## config.mk

```make
export PLATFORM = sky130hd
export DESIGN_NAME = uart_rx_flat
export DESIGN_NICKNAME = d
export VERILOG_FILES = /design/src/rtl/uart_pkg.sv /design/src/rtl/uart_rx_if.sv /design/src/rtl/uart_rx_fifo.sv /design/src/rtl/uart_rx.sv /design/src/flat_wrapper.sv
export SDC_FILE = /design/constraint.sdc
export NUM_CORES = 1
export LEC_CHECK = 0
export CELL_PAD_IN_SITES_DETAIL_PLACEMENT = 1
export CELL_PAD_IN_SITES_GLOBAL_PLACEMENT = 1
export CORE_UTILIZATION = 53
export DETAILED_ROUTE_END_ITERATION = 10
export PLACE_DENSITY_LB_ADDON = 0.12
export SLEW_MARGIN = 5
export SYNTH_ARGS = -nofsm -noshare
export SYNTH_HDL_FRONTEND = slang
export SYNTH_SLANG_ARGS = --single-unit
export TNS_END_PERCENT = 1
```

## constraint.sdc

```tcl
create_clock -name CLK -period 6 [get_ports CLK]
set_input_delay 1.2 -clock CLK [delete_from_list [all_inputs] [get_ports CLK]]
set_output_delay 1.2 -clock CLK [all_outputs]
set_load 0.01 [all_outputs]
```

## src/rtl/uart_pkg.sv

```systemverilog
// rtl/uart_pkg.sv - shared constants and FSM state type for the UART receiver
package uart_pkg;

  localparam int OVERSAMPLE = 16;
  localparam int DATA_BITS  = 8;
  localparam int MID_SAMPLE = 8;

  typedef enum logic [2:0] {
    IDLE,
    START,
    DATA,
    STOP,
    WAIT_HIGH
  } rx_state_t;

endpackage

```

## src/rtl/uart_rx_if.sv

```systemverilog
// rtl/uart_rx_if.sv - serial input, FIFO read and status bundle of the UART receiver
interface uart_rx_if;

  logic       RsRx;
  logic       rd_en;
  logic       err_clr;
  logic [7:0] rx_data;
  logic       rx_valid;
  logic       rx_full;
  logic       frame_err;
  logic       overrun;

  // Driver side: owns the serial line and the FIFO/flag controls.
  modport master (
    output RsRx, rd_en, err_clr,
    input  rx_data, rx_valid, rx_full, frame_err, overrun
  );

  // Receiver side.
  modport slave (
    input  RsRx, rd_en, err_clr,
    output rx_data, rx_valid, rx_full, frame_err, overrun
  );

endinterface

```

## src/rtl/uart_rx_fifo.sv

```systemverilog
// rtl/uart_rx_fifo.sv - first-word fall-through receive FIFO
module uart_rx_fifo #(
  parameter int DEPTH = 4,
  parameter int WIDTH = 8
) (
  input  logic             i_clk,
  input  logic             i_rst,
  input  logic             i_wr_en,
  input  logic [WIDTH-1:0] i_wr_data,
  input  logic             i_rd_en,
  output logic [WIDTH-1:0] o_rd_data,
  output logic             o_empty,
  output logic             o_full,
  output logic             o_drop
);

  localparam int AW = $clog2(DEPTH);

  // Pointers carry one extra wrap bit so full and empty are distinguishable.
  logic [AW:0]      r_wr_ptr;
  logic [AW:0]      r_rd_ptr;
  logic [WIDTH-1:0] r_mem [DEPTH];
  logic             w_empty;
  logic             w_full;
  logic             w_pop;
  logic             w_push;

  assign w_empty = (r_wr_ptr == r_rd_ptr);
  assign w_full  = (r_wr_ptr[AW] != r_rd_ptr[AW]) &&
                   (r_wr_ptr[AW-1:0] == r_rd_ptr[AW-1:0]);
  // A read of an empty FIFO is ignored; a write into a full FIFO only lands
  // when a read frees the head slot in the same cycle.
  assign w_pop   = i_rd_en && !w_empty;
  assign w_push  = i_wr_en && (!w_full || w_pop);
  assign o_drop  = i_wr_en && w_full && !w_pop;

  assign o_empty   = w_empty;
  assign o_full    = w_full;
  assign o_rd_data = w_empty ? '0 : r_mem[r_rd_ptr[AW-1:0]];

  // Pointer update; the wrap bit gives modulo-DEPTH wrap for free.
  always_ff @(posedge i_clk or posedge i_rst) begin
    if (i_rst) begin
      r_wr_ptr <= '0;
      r_rd_ptr <= '0;
    end else begin
      if (w_push) r_wr_ptr <= r_wr_ptr + 1'b1;
      if (w_pop)  r_rd_ptr <= r_rd_ptr + 1'b1;
    end
  end

  // Storage array; contents are masked by o_empty so it needs no reset.
  always_ff @(posedge i_clk) begin
    if (w_push) r_mem[r_wr_ptr[AW-1:0]] <= i_wr_data;
  end

endmodule

```

## src/rtl/uart_rx.sv

```systemverilog
// rtl/uart_rx.sv - 8N1 UART receiver with 16x oversampling, FIFO and sticky errors
module uart_rx #(
  parameter int BAUD_DIV   = 27,
  parameter int FIFO_DEPTH = 4
) (
  input  logic     CLK,
  input  logic     RESET,
  uart_rx_if.slave bus
);

  import uart_pkg::*;

  localparam int OSW = $clog2(OVERSAMPLE);
  localparam int BW  = $clog2(DATA_BITS);
  localparam int TW  = (BAUD_DIV > 1) ? $clog2(BAUD_DIV) : 1;

  localparam logic [TW-1:0]  TICK_MAX = TW'(BAUD_DIV - 1);
  localparam logic [OSW-1:0] MID_LAST = OSW'(MID_SAMPLE - 1);
  localparam logic [OSW-1:0] OS_LAST  = OSW'(OVERSAMPLE - 1);
  localparam logic [BW-1:0]  BIT_LAST = BW'(DATA_BITS - 1);

  logic                 r_sync1;
  logic                 r_rx_s;
  logic [TW-1:0]        r_tick_cnt;
  logic                 w_tick;
  logic [OSW-1:0]       r_os_cnt;
  logic [BW-1:0]        r_bit_cnt;
  logic [DATA_BITS-1:0] r_shift;
  rx_state_t            r_state;
  rx_state_t            w_state_nxt;
  logic                 w_os_clr;
  logic                 w_bit_clr;
  logic                 w_shift_en;
  logic                 w_push;
  logic                 w_ferr_set;
  logic                 w_fifo_empty;
  logic                 w_fifo_full;
  logic                 w_drop;
  logic                 r_frame_err;
  logic                 r_overrun;

  // Two-flop synchronizer; idles high so reset does not look like a start bit.
  always_ff @(posedge CLK or posedge RESET) begin
    if (RESET) begin
      r_sync1 <= 1'b1;
      r_rx_s  <= 1'b1;
    end else begin
      r_sync1 <= bus.RsRx;
      r_rx_s  <= r_sync1;
    end
  end

  assign w_tick = (r_tick_cnt == TICK_MAX);

  // Free-running oversample tick divider.
  always_ff @(posedge CLK or posedge RESET) begin
    if (RESET)       r_tick_cnt <= '0;
    else if (w_tick) r_tick_cnt <= '0;
    else             r_tick_cnt <= r_tick_cnt + 1'b1;
  end

  // FSM state register.
  always_ff @(posedge CLK or posedge RESET) begin
    if (RESET) r_state <= IDLE;
    else       r_state <= w_state_nxt;
  end

  // Next-state and datapath strobes: mid-start check, then one sample every
  // OVERSAMPLE ticks for the data bits and the stop bit.
  always_comb begin
    w_state_nxt = r_state;
    w_os_clr    = 1'b0;
    w_bit_clr   = 1'b0;
    w_shift_en  = 1'b0;
    w_push      = 1'b0;
    w_ferr_set  = 1'b0;
    case (r_state)
      IDLE: begin
        if (!r_rx_s) begin
          w_state_nxt = START;
          w_os_clr    = 1'b1;
        end
      end
      START: begin
        if (w_tick && (r_os_cnt == MID_LAST)) begin
          w_os_clr    = 1'b1;
          w_bit_clr   = 1'b1;
          w_state_nxt = r_rx_s ? IDLE : DATA;
        end
      end
      DATA: begin
        if (w_tick && (r_os_cnt == OS_LAST)) begin
          w_shift_en = 1'b1;
          if (r_bit_cnt == BIT_LAST) w_state_nxt = STOP;
        end
      end
      STOP: begin
        if (w_tick && (r_os_cnt == OS_LAST)) begin
          if (r_rx_s) begin
            w_push      = 1'b1;
            w_state_nxt = IDLE;
          end else begin
            w_ferr_set  = 1'b1;
            w_state_nxt = WAIT_HIGH;
          end
        end
      end
      WAIT_HIGH: begin
        if (r_rx_s) w_state_nxt = IDLE;
      end
      default: w_state_nxt = IDLE;
    endcase
  end

  // Oversample counter wraps naturally every OVERSAMPLE ticks after mid-start.
  always_ff @(posedge CLK or posedge RESET) begin
    if (RESET)         r_os_cnt <= '0;
    else if (w_os_clr) r_os_cnt <= '0;
    else if (w_tick)   r_os_cnt <= r_os_cnt + 1'b1;
  end

  // Bit counter and LSB-first shift register.
  always_ff @(posedge CLK or posedge RESET) begin
    if (RESET) begin
      r_bit_cnt <= '0;
      r_shift   <= '0;
    end else begin
      if (w_bit_clr)       r_bit_cnt <= '0;
      else if (w_shift_en) r_bit_cnt <= r_bit_cnt + 1'b1;
      if (w_shift_en)      r_shift   <= {r_rx_s, r_shift[DATA_BITS-1:1]};
    end
  end

  uart_rx_fifo #(
    .DEPTH (FIFO_DEPTH),
    .WIDTH (DATA_BITS)
  ) u_fifo (
    .i_clk     (CLK),
    .i_rst     (RESET),
    .i_wr_en   (w_push),
    .i_wr_data (r_shift),
    .i_rd_en   (bus.rd_en),
    .o_rd_data (bus.rx_data),
    .o_empty   (w_fifo_empty),
    .o_full    (w_fifo_full),
    .o_drop    (w_drop)
  );

  // Sticky error flags; a new error in the same cycle beats a clear.
  always_ff @(posedge CLK or posedge RESET) begin
    if (RESET) begin
      r_frame_err <= 1'b0;
      r_overrun   <= 1'b0;
    end else begin
      if (w_ferr_set)       r_frame_err <= 1'b1;
      else if (bus.err_clr) r_frame_err <= 1'b0;
      if (w_drop)           r_overrun   <= 1'b1;
      else if (bus.err_clr) r_overrun   <= 1'b0;
    end
  end

  assign bus.rx_valid  = !w_fifo_empty;
  assign bus.rx_full   = w_fifo_full;
  assign bus.frame_err = r_frame_err;
  assign bus.overrun   = r_overrun;

endmodule

```

## src/flat_wrapper.sv

```systemverilog
// flat-port wrapper written by rule: the top's interface ports become plain ports
module uart_rx_flat import uart_pkg::*;
#(
  parameter int BAUD_DIV   = 27,
  parameter int FIFO_DEPTH = 4
)
  (CLK, RESET, bus_RsRx, bus_rd_en, bus_err_clr, bus_rx_data, bus_rx_valid, bus_rx_full, bus_frame_err, bus_overrun);
  uart_rx_if bus_i ();
  input  logic CLK;
  input  logic RESET;
  input wire logic [$bits(bus_i.RsRx)-1:0] bus_RsRx;
  input wire logic [$bits(bus_i.rd_en)-1:0] bus_rd_en;
  input wire logic [$bits(bus_i.err_clr)-1:0] bus_err_clr;
  output wire logic [$bits(bus_i.rx_data)-1:0] bus_rx_data;
  output wire logic [$bits(bus_i.rx_valid)-1:0] bus_rx_valid;
  output wire logic [$bits(bus_i.rx_full)-1:0] bus_rx_full;
  output wire logic [$bits(bus_i.frame_err)-1:0] bus_frame_err;
  output wire logic [$bits(bus_i.overrun)-1:0] bus_overrun;
  assign bus_i.RsRx = bus_RsRx;
  assign bus_i.rd_en = bus_rd_en;
  assign bus_i.err_clr = bus_err_clr;
  assign bus_rx_data = bus_i.rx_data;
  assign bus_rx_valid = bus_i.rx_valid;
  assign bus_rx_full = bus_i.rx_full;
  assign bus_frame_err = bus_i.frame_err;
  assign bus_overrun = bus_i.overrun;
  uart_rx #(.BAUD_DIV(BAUD_DIV), .FIFO_DEPTH(FIFO_DEPTH)) u_core (.CLK(CLK), .RESET(RESET), .bus(bus_i));
endmodule
```

==> results_dict.tcl, run 1 <==
set metrics [dict create \
    status "finished clean" \
    rows 26 \
    post_cts_buffers 0 \
    dr.pass1.iters 5 \
    total_power_mw 0.954 \
    critPathLaunch "u_core.u_fifo.r_rd_ptr[0]" \
    start_util 0.557 \
    r2r_setup_slack_ns 3.42 \
    critical_path_buf_inv_count 1 \
    drv_cap 0 \
    post-route-min-period_ns 3.52 \
    finalHoldViolations 0 \
    crit_chain "mux4_1 > and2_1 > clkdlybuf4s50_1" \
    ios 17 \
    cp.arrival_ns 2.32 \
    yosys.area_share.simple 0.105 \
    crit_required_ns 4.80 \
    slew_violations 0 \
    vias_per_cell 5.61 \
    die_width_um 75.8 \
    ys.flop_type "edfxtp_1" \
    cts-buffers-inserted 9 \
    post_drt_wl_per_cell_um 18.3 \
    synthToLayoutAreaGrowth_pct 13.2 \
    n_fill_cell 475 \
    power_density_nw_per_um2 292 \
    synth_top_family_by_area "multiplexers" \
    cts.sinks 65 \
    syn_inst 185 \
    core-area_um2 5170 \
    htree_levels 3 \
    grt_pass1_vias 1689 \
    nets 219 \
    vdd_ir_drop_max_v 0.000178 \
    r2r_start "u_core.r_tick_cnt[0]" \
    grt_pass1_wl_um 8340 \
    ys_ff_latch 65 \
    cts.clk_slew.worst_paths_ns 0.07 \
    track_usage 0.208 \
    synth.area.top_cells "edfxtp_1 (33%), dfrtp_1 (27%), mux4_1 (7.3%), ha_1 (4.3%), mux2_2 (3.5%)" \
    synth_top_area_frac 0.333 \
    r2r_cells 6 \
    vias 1566 \
    max_freq_ghz 0.284 \
    portBuffers 16 \
    yosysTopAreaCell "edfxtp_1" \
    max_slew_margin 0.612 \
    cts-resized-gates 0 \
    ys_seq_area_frac 0.621 \
    yosysWarnings 0 \
    hold-path-endpoint "u_core.r_rx_s" \
    worst-path-stages 3 \
    diodes 0 \
    hold_buffers 0 \
    ant_nets 0 \
    power.leakage_nw 1.40 \
    insertion_delay_ns 0.32 \
    die_h_um 75.8 \
    cp_top_family "flip-flops" \
    dieArea_um2 5740 \
    hp-start "u_core.r_sync1" \
    holdPathStages 0 \
    drtIter0Drc 59 \
    fin_crit_sh 0.587 \
    drc 0 \
    synth_compound_area_frac 0.0304 \
    hpwl_um 3360 \
    drt-total-wl_um 5110 \
    cpMaxStageDelayCell "dfrtp_1" \
    skew_ns 0.00550 \
    grt_max_degree 34 \
    setup_viol 0 \
    cp_max_fo 11 \
    yosys.area_share.xor_xnor 0.0451 \
    drive_above_1_share 0.172 \
    cts_tree "built" \
    syn-num-nets 200 \
    grt_setup_unrepaired "no" \
    setup_tns_ns 0 \
    worstReg2RegEnd "u_core.u_fifo.r_mem[3][4]" \
    synthAdderAreaFrac 0.0434 \
    cp_slowest_stage_delay_ns 0.71 \
    worst_pin_slew_ns 0.582 \
    overflow 0 \
    synth_edf_count 32 \
    syn_area_um2 2880 \
    start_kind "register" \
    path_class "register to primary output" \
    synthArstFlopShare 0.508 \
    yosys.cell_types.count 45 \
    syn_avg_cell_area_um2 15.6 \
    hold_path_class "register to register" \
    clk_path_buf_depth 2 \
    cp-end-kind "primary output" \
    synth_mux_area_frac 0.127 \
    antenna_found_initial 0 \
    place_congestion 0.764 \
    ctsRootBufferMaster "clkbuf_8" \
]
-- cells by family after synthesis --
logic type                 count (synthesis)
and+or+nand+nor                           49
AOI/OAI and AO/OA                         11
xor gates and xnor gates                  14
DFF                                       65
muxes                                     22
adders and majority gates                 10
buffers and inverters                     14
-- sequential cells by signal (all words and copies together) (netlist names) --
name	flops
u_core.bus.overrun	1
u_core.u_fifo.r_mem	32
u_core.bus.frame_err	1
u_core.u_fifo.r_wr_ptr	3
u_core.r_tick_cnt	5
u_core.r_bit_cnt	3
u_core.u_fifo.r_rd_ptr	3
u_core.r_sync1	1
u_core.r_rx_s	1
u_core.r_os_cnt	4
u_core.r_shift	8
u_core.r_state	3
-- Yosys cell counts, types with 2 or more instances --
| cell | number |
|---|---|
| a311oi_1 | 2 |
| a41oi_1 | 2 |
| and2_1 | 8 |
| and2_2 | 4 |
| and3_1 | 2 |
| buf_4 | 3 |
| buf_6 | 2 |
| clkbuf_1 | 2 |
| dfrtp_1 | 31 |
| dfstp_2 | 2 |
| edfxtp_1 | 32 |
| ha_1 | 10 |
| inv_1 | 5 |
| mux2_2 | 9 |
| mux2i_1 | 4 |
| mux4_1 | 8 |
| nand2_1 | 5 |
| nand3_1 | 3 |
| nor2_1 | 13 |
| nor4_1 | 2 |
| xnor2_1 | 8 |
| xor2_1 | 5 |
-- how the worst max path moves through the flow --
stage	endpoint	slack, ns
floorplan	bus_rx_data[0]	3.56
finish	bus_rx_data[7]	2.48
detailed placement	bus_rx_data[6]	2.76
CTS	bus_rx_data[6]	2.38
global placement	bus_rx_data[7]	2.85
global route	bus_rx_data[7]	2.31
-- placed cells by master (no fill, tap or decap), drive strengths merged, types with 4 or more instances in the layout --
cell,count
ha,10
edfxtp,32
mux2,10
mux4,8
inv,5
mux2i,4
dfrtp,31
and2,12
xor2,5
xnor2,9
clkbuf,9
clkinv,4
clkdlybuf4s50,16
nand2,5
nor2,13
-- stage by stage --
stage,hold slack [ns],cell area [um^2],instances,worst slack [ns],util
3_5_place_dp,0.354,3080,263,2.76,0.595
2_1_floorplan,0.345,2880,185,3.56,-
5_1_grt,0.366,3260,279,2.31,0.631
4_1_cts,0.363,3260,279,2.38,0.631
6_report,0.362,3260,279,2.48,0.631
3_3_place_gp,0.347,3080,263,2.85,0.595
-- power by group --
| part | switching, mW | internal [mW] |
|---|---|---|
| Clock | 0.159 | 0.187 |
| Combinational | 0.0367 | 0.0582 |
| Sequential | 0.0365 | 0.476 |
-- routing by layer --
layer  share of wire  up-vias  wire length [um]  track usage
li1                -      722                 -            -
met1            0.43      816              2180        0.251
met2            0.54       24              2750        0.359
met3           0.026        4               134       0.0384
met4          0.0082        0                42        0.105
met5               0        -                 0            0
-- worst reg2reg max path, stage by stage, from the launching register on --
cell     delay, ns
dfrtp_1       0.41
inv_1         0.07
ha_1          0.18
and4b_1       0.50
nand3_1       0.29
nor4b_4       0.44
and2_2        0.37
-- area by class of cell --
cell class | instances | area, um^2 | area share
Sequential cell | 65 | 1790 | 0.549
Multi-Input combinational cell | 106 | 1010 | 0.311
Timing Repair Buffer | 17 | 168 | 0.0514
Clock buffer | 9 | 124 | 0.0380
Tap cell | 70 | 87.6 | 0.0269
Clock inverter | 7 | 61.3 | 0.0188
Inverter | 5 | 18.8 | 0.00575
Power figures use the tool's default switching activity.
==> run 2, diff against run 1 <==
--- a/config.mk
+++ b/config.mk
@@ -7,7 +7,7 @@
 export LEC_CHECK = 0
 export CELL_PAD_IN_SITES_DETAIL_PLACEMENT = 1
 export CELL_PAD_IN_SITES_GLOBAL_PLACEMENT = 1
-export CORE_UTILIZATION = 53
+export CORE_UTILIZATION = 50
 export DETAILED_ROUTE_END_ITERATION = 10
 export PLACE_DENSITY_LB_ADDON = 0.12
 export SLEW_MARGIN = 5
==> constraint.sdc (replaced) <==
create_clock -name CLK -period 3.34 [get_ports CLK]
set_input_delay 0.668 -clock CLK [delete_from_list [all_inputs] [get_ports CLK]]
set_output_delay 0.668 -clock CLK [all_outputs]
set_load 0.01 [all_outputs]
==> results_dict.tcl, run 2 (synthesized netlist as in run 1, its figures left out) <==
set metrics [dict create \
    skew_ns 0.00672 \
    cts-resized-gates 0 \
    die_h_um 77.9 \
    layout_commonest_cell "edfxtp_1" \
    grt_max_degree 34 \
    post_cts_buffers 0 \
    vias 1565 \
    cts-buffers-inserted 9 \
    drive_above_1_share 0.181 \
    clk_path_buf_depth 2 \
    place_congestion 0.678 \
    core-area_um2 5540 \
    start_kind "register" \
    most-common-layout-cells "edfxtp_1 (32), dfrtp_1 (31), clkdlybuf4s50_1 (16)" \
    portBuffers 16 \
    htree_levels 3 \
    max_freq_ghz 0.330 \
    highest_layer "met4" \
    n_fill_cell 542 \
    cts.sinks 65 \
    crit_chain "xnor2_2 > nand3b_1 > and2_1 > clkdlybuf4s50_1" \
    critical_path_buf_inv_count 1 \
    power_density_nw_per_um2 569 \
    ios 17 \
    utilization 0.599 \
    ctsRootBufferMaster "clkbuf_8" \
    worst_pin_slew_ns 0.582 \
    setup_tns_ns 0 \
    drtIter0Drc 78 \
    drv_cap 0 \
    wl_met2_um 2840 \
    hold_path_class "register to register" \
    power.leakage_nw 1.43 \
    largest_register_ffs 32 \
    cp_top_family "flip-flops" \
    cp-end-kind "primary output" \
    nets 220 \
    synthToLayoutAreaGrowth_pct 15.2 \
    finalHoldViolations 0 \
    drt-total-wl_um 5340 \
    antenna_found_initial 0 \
    dieArea_um2 6070 \
    path_class "register to primary output" \
    vdd_ir_drop_max_v 0.000343 \
    insertion_delay_ns 0.34 \
    grt_setup_unrepaired "no" \
    wl_met3_um 126 \
    start_util 0.520 \
    max_slew_margin 0.612 \
    die_width_um 77.9 \
    dr.pass1.iters 4 \
    slew_violations 0 \
    status "finished clean" \
    crit_required_ns 2.67 \
    setup_viol 0 \
    grt_pass1_vias 1730 \
    vias_per_cell 5.55 \
    rows 27 \
    cp_slowest_stage_delay_ns 0.71 \
    post_drt_wl_per_cell_um 18.9 \
    fin_crit_sh 0.908 \
    cts_tree "built" \
    ant_nets 0 \
    track_usage 0.208 \
    diodes 0 \
    overflow 0 \
    cpMaxStageDelayCell "dfrtp_1" \
    grt_pass1_wl_um 8950 \
    cp_max_fo 11 \
    cts.clk_slew.worst_paths_ns 0.07 \
    routedLengthMet1_um 2280 \
    hpwl_um 3560 \
    post-route-min-period_ns 3.03 \
    hold_buffers 0 \
    drc 0 \
    cp.arrival_ns 2.36 \
]
## run 2: cell count changes in the layout (fill, tap and decap cells not counted), sizes merged
cell	before	now
bufinv	1	3
clkinv	4	2
buf	1	2
clkbuf	9	10
clkinvlp	2	1
## run 2: worst paths after layout
check | cells past startpoint | slack [ns] | from | to
setup reg to reg | 7 | 0.99 | u_core.r_tick_cnt[0] | u_core.u_fifo.r_mem[3][4]
min in group asynchronous | 3 | 0.72 | RESET | u_core.r_bit_cnt[1]
max in group asynchronous | 3 | 2.29 | RESET | u_core.r_rx_s
hold reg to reg | 0 | 0.36 | u_core.r_sync1 | u_core.r_rx_s
hold / removal | 0 | 0.36 | u_core.r_sync1 | u_core.r_rx_s
setup / recovery | 4 | 0.31 | u_core.u_fifo.r_rd_ptr[0] | bus_rx_data[3]
## run 2: through the flow
stage          cell area, um^2  power (mW)  setup slack (ns)  cells  hold WS [ns]
6_report                  3320        1.89             0.308    282         0.362
5_1_grt                   3320        1.95             0.170    282         0.369
4_1_cts                   3320        1.90             0.266    282         0.362
3_5_place_dp              3090        1.11             0.646    266         0.352
3_3_place_gp              3090        1.10             0.728    266         0.349
2_1_floorplan             2880        1.07              1.43    185         0.345
## run 2: where the power goes
group          switching (mW)  leakage (nW)  internal [mW]
Clock                   0.302         0.114          0.492
Sequential             0.0674         0.784          0.855
Combinational          0.0684         0.532          0.104
Total                   0.438          1.43           1.45
## run 2: cell type report
type | instances | area, um^2 | share of cell area
clock buffers | 10 | 128 | 0.0384
clock inverters | 6 | 106 | 0.0320
inverters | 5 | 18.8 | 0.00565
multi-input cells | 106 | 1010 | 0.305
flip-flops and latches | 65 | 1790 | 0.539
well taps | 72 | 90.1 | 0.0271
repair buffers | 18 | 175 | 0.0528
## run 2: worst reg2reg max path, cell delays in order (launching register included)
cell and delay [ns]:
dfrtp_1 0.43, inv_1 0.08, ha_1 0.15, and4b_1 0.19, buf_4 0.19, nand3_1 0.20
nor4b_4 0.43, and2_2 0.37
## run 2: per-layer routing
layer / track usage / up-vias
met1: 0.240 / 809
li1: - / 724
met2: 0.360 / 23
met4: 0.102 / 0
met5: 0 / -
met3: 0.0529 / 9
==> run 3, diff against run 2 <==
--- a/config.mk
+++ b/config.mk
@@ -7,10 +7,11 @@
 export LEC_CHECK = 0
 export CELL_PAD_IN_SITES_DETAIL_PLACEMENT = 1
 export CELL_PAD_IN_SITES_GLOBAL_PLACEMENT = 1
+export CORE_MARGIN = 4
 export CORE_UTILIZATION = 50
 export DETAILED_ROUTE_END_ITERATION = 10
 export PLACE_DENSITY_LB_ADDON = 0.12
-export SLEW_MARGIN = 5
+export SLEW_MARGIN = 10
 export SYNTH_ARGS = -nofsm -noshare
 export SYNTH_HDL_FRONTEND = slang
 export SYNTH_SLANG_ARGS = --single-unit
==> results_dict.tcl, run 3 (synthesized netlist as in run 1, its figures left out) <==
set metrics [dict create \
    status "finished clean" \
    post_cts_buffers 0 \
    sw_frac_of_total 0.240 \
    crit_chain "mux4_1 > and2_1 > clkdlybuf4s50_1" \
    layout_commonest_cell "edfxtp_1" \
    cts-buffers-inserted 9 \
    grt_pass1_vias 1658 \
    drv_cap 0 \
    portBuffers 16 \
    start_util 0.520 \
    cpMaxStageDelayCell "dfrtp_1" \
    multiInputGateArea_um2 1010 \
    hpwl_um 3330 \
    r2r_setup_slack_ns 1.03 \
    ant_nets 0 \
    power_frac_seq 0.546 \
    r2r_cells 7 \
    hp-start "u_core.r_sync1" \
    diodes 0 \
    cts-resized-gates 0 \
    antenna_found_initial 0 \
    skew_ns 0.00357 \
    grt_pass1_wl_um 8160 \
    postPlaceCellArea_um2 3090 \
    setup_viol 0 \
    fin_crit_sh 0.899 \
    crit_end "bus_rx_data[3]" \
    nets 220 \
    vias_per_cell 5.52 \
    slew_violations 0 \
    insertion_delay_ns 0.33 \
    power_density_nw_per_um2 517 \
    fin_cells 282 \
    power.leakage_nw 1.41 \
    cp_top_family "flip-flops" \
    die_h_um 83.9 \
    drtIter0Drc 63 \
    worstReg2RegEnd "u_core.u_fifo.r_mem[0][3]" \
    htree_levels 3 \
    start_kind "register" \
    path_class "register to primary output" \
    max_slew_margin 0.586 \
    critPathLaunch "u_core.u_fifo.r_rd_ptr[0]" \
    track_usage 0.151 \
    r2r_start "u_core.r_tick_cnt[0]" \
    ios 17 \
    vdd_ir_drop_max_v 0.000282 \
    comb_power_share 0.099 \
    cts_tree "built" \
    finalHoldViolations 0 \
    critical_path_buf_inv_count 1 \
    setup_tns_ns 0 \
    fin_ws_ns 0.338 \
    rows 27 \
    worst_pin_slew_ns 0.621 \
    place_congestion 0.692 \
    regArea_um2 1790 \
    design_area_um2 3270 \
    die_width_um 83.9 \
    ctsRootBufferMaster "clkbuf_8" \
    drc 0 \
    cp_slowest_stage_delay_ns 0.74 \
    most-common-layout-cells "edfxtp_1 (32), dfrtp_1 (31), clkdlybuf4s50_1 (16)" \
    vias 1558 \
    worst-path-stages 3 \
    n_fill_cell 535 \
    net-switching-power_mw 0.406 \
    core-area_um2 5540 \
    post_drt_wl_per_cell_um 17.1 \
    post-route-min-period_ns 3.00 \
    p_int_mw 1.29 \
    cp_max_fo 11 \
    crit_required_ns 2.67 \
    clkPwrFrac 0.355 \
    cp-end-kind "primary output" \
    utilization 0.590 \
    dr.pass1.iters 4 \
    drt-total-wl_um 4830 \
    largest_register_ffs 32 \
    overflow 0 \
    cp.arrival_ns 2.33 \
    grt_max_degree 34 \
    max_freq_ghz 0.333 \
    dp_worst_setup_slack_ns 0.638 \
    grt_setup_unrepaired "no" \
    synthToLayoutAreaGrowth_pct 13.4 \
    cts.sinks 65 \
    hold_path_class "register to register" \
    clk_path_buf_depth 2 \
    cts.clk_slew.worst_paths_ns 0.06 \
    drive_above_1_share 0.181 \
    hold_buffers 0 \
    place_inst 266 \
    dieArea_um2 7040 \
]
-- run 3: power by group through the flow --
stage               clock network (mW)  logic, mW  registers (mW)
detailed placement                   0      0.173           0.944
finish                           0.600      0.168           0.924
floorplan                            0      0.183           0.884
global route                     0.656      0.183           0.930
CTS                              0.615      0.173           0.927
global placement                     0      0.163           0.938
-- run 3: cell type report --
| cell class | count | share of cell area |
|---|---|---|
| clock buffers | 13 | 0.0517 |
| clock inverters | 3 | 0.00421 |
| inverters | 5 | 0.00574 |
| multi-input cells | 106 | 0.310 |
| flip-flops and latches | 65 | 0.547 |
| well taps | 72 | 0.0276 |
| repair buffers | 18 | 0.0536 |
-- run 3: metrics by stage --
step	hold WS [ns]	power [mW]
after floorplan	0.345	1.07
after global placement	0.349	1.10
after detailed placement	0.353	1.12
after CTS	0.360	1.71
after global routing	0.366	1.77
final	0.358	1.69
-- run 3: how the worst min path moves through the flow --
stage,endpoint,slack [ns],cells past startpoint
after floorplan,u_core.r_rx_s,0.35,0
after global placement,u_core.r_rx_s,0.35,0
after detailed placement,u_core.r_rx_s,0.35,0
after CTS,u_core.r_rx_s,0.36,0
after global routing,u_core.r_rx_s,0.37,0
final,u_core.r_rx_s,0.36,0
-- run 3: routing by layer --
layer	global-route usage	vias up	routed length, um
li1	-	730	-
met1	0.187	788	2190
met2	0.252	31	2410
met3	0.0267	9	143
met4	0.0833	0	89
met5	0	-	0
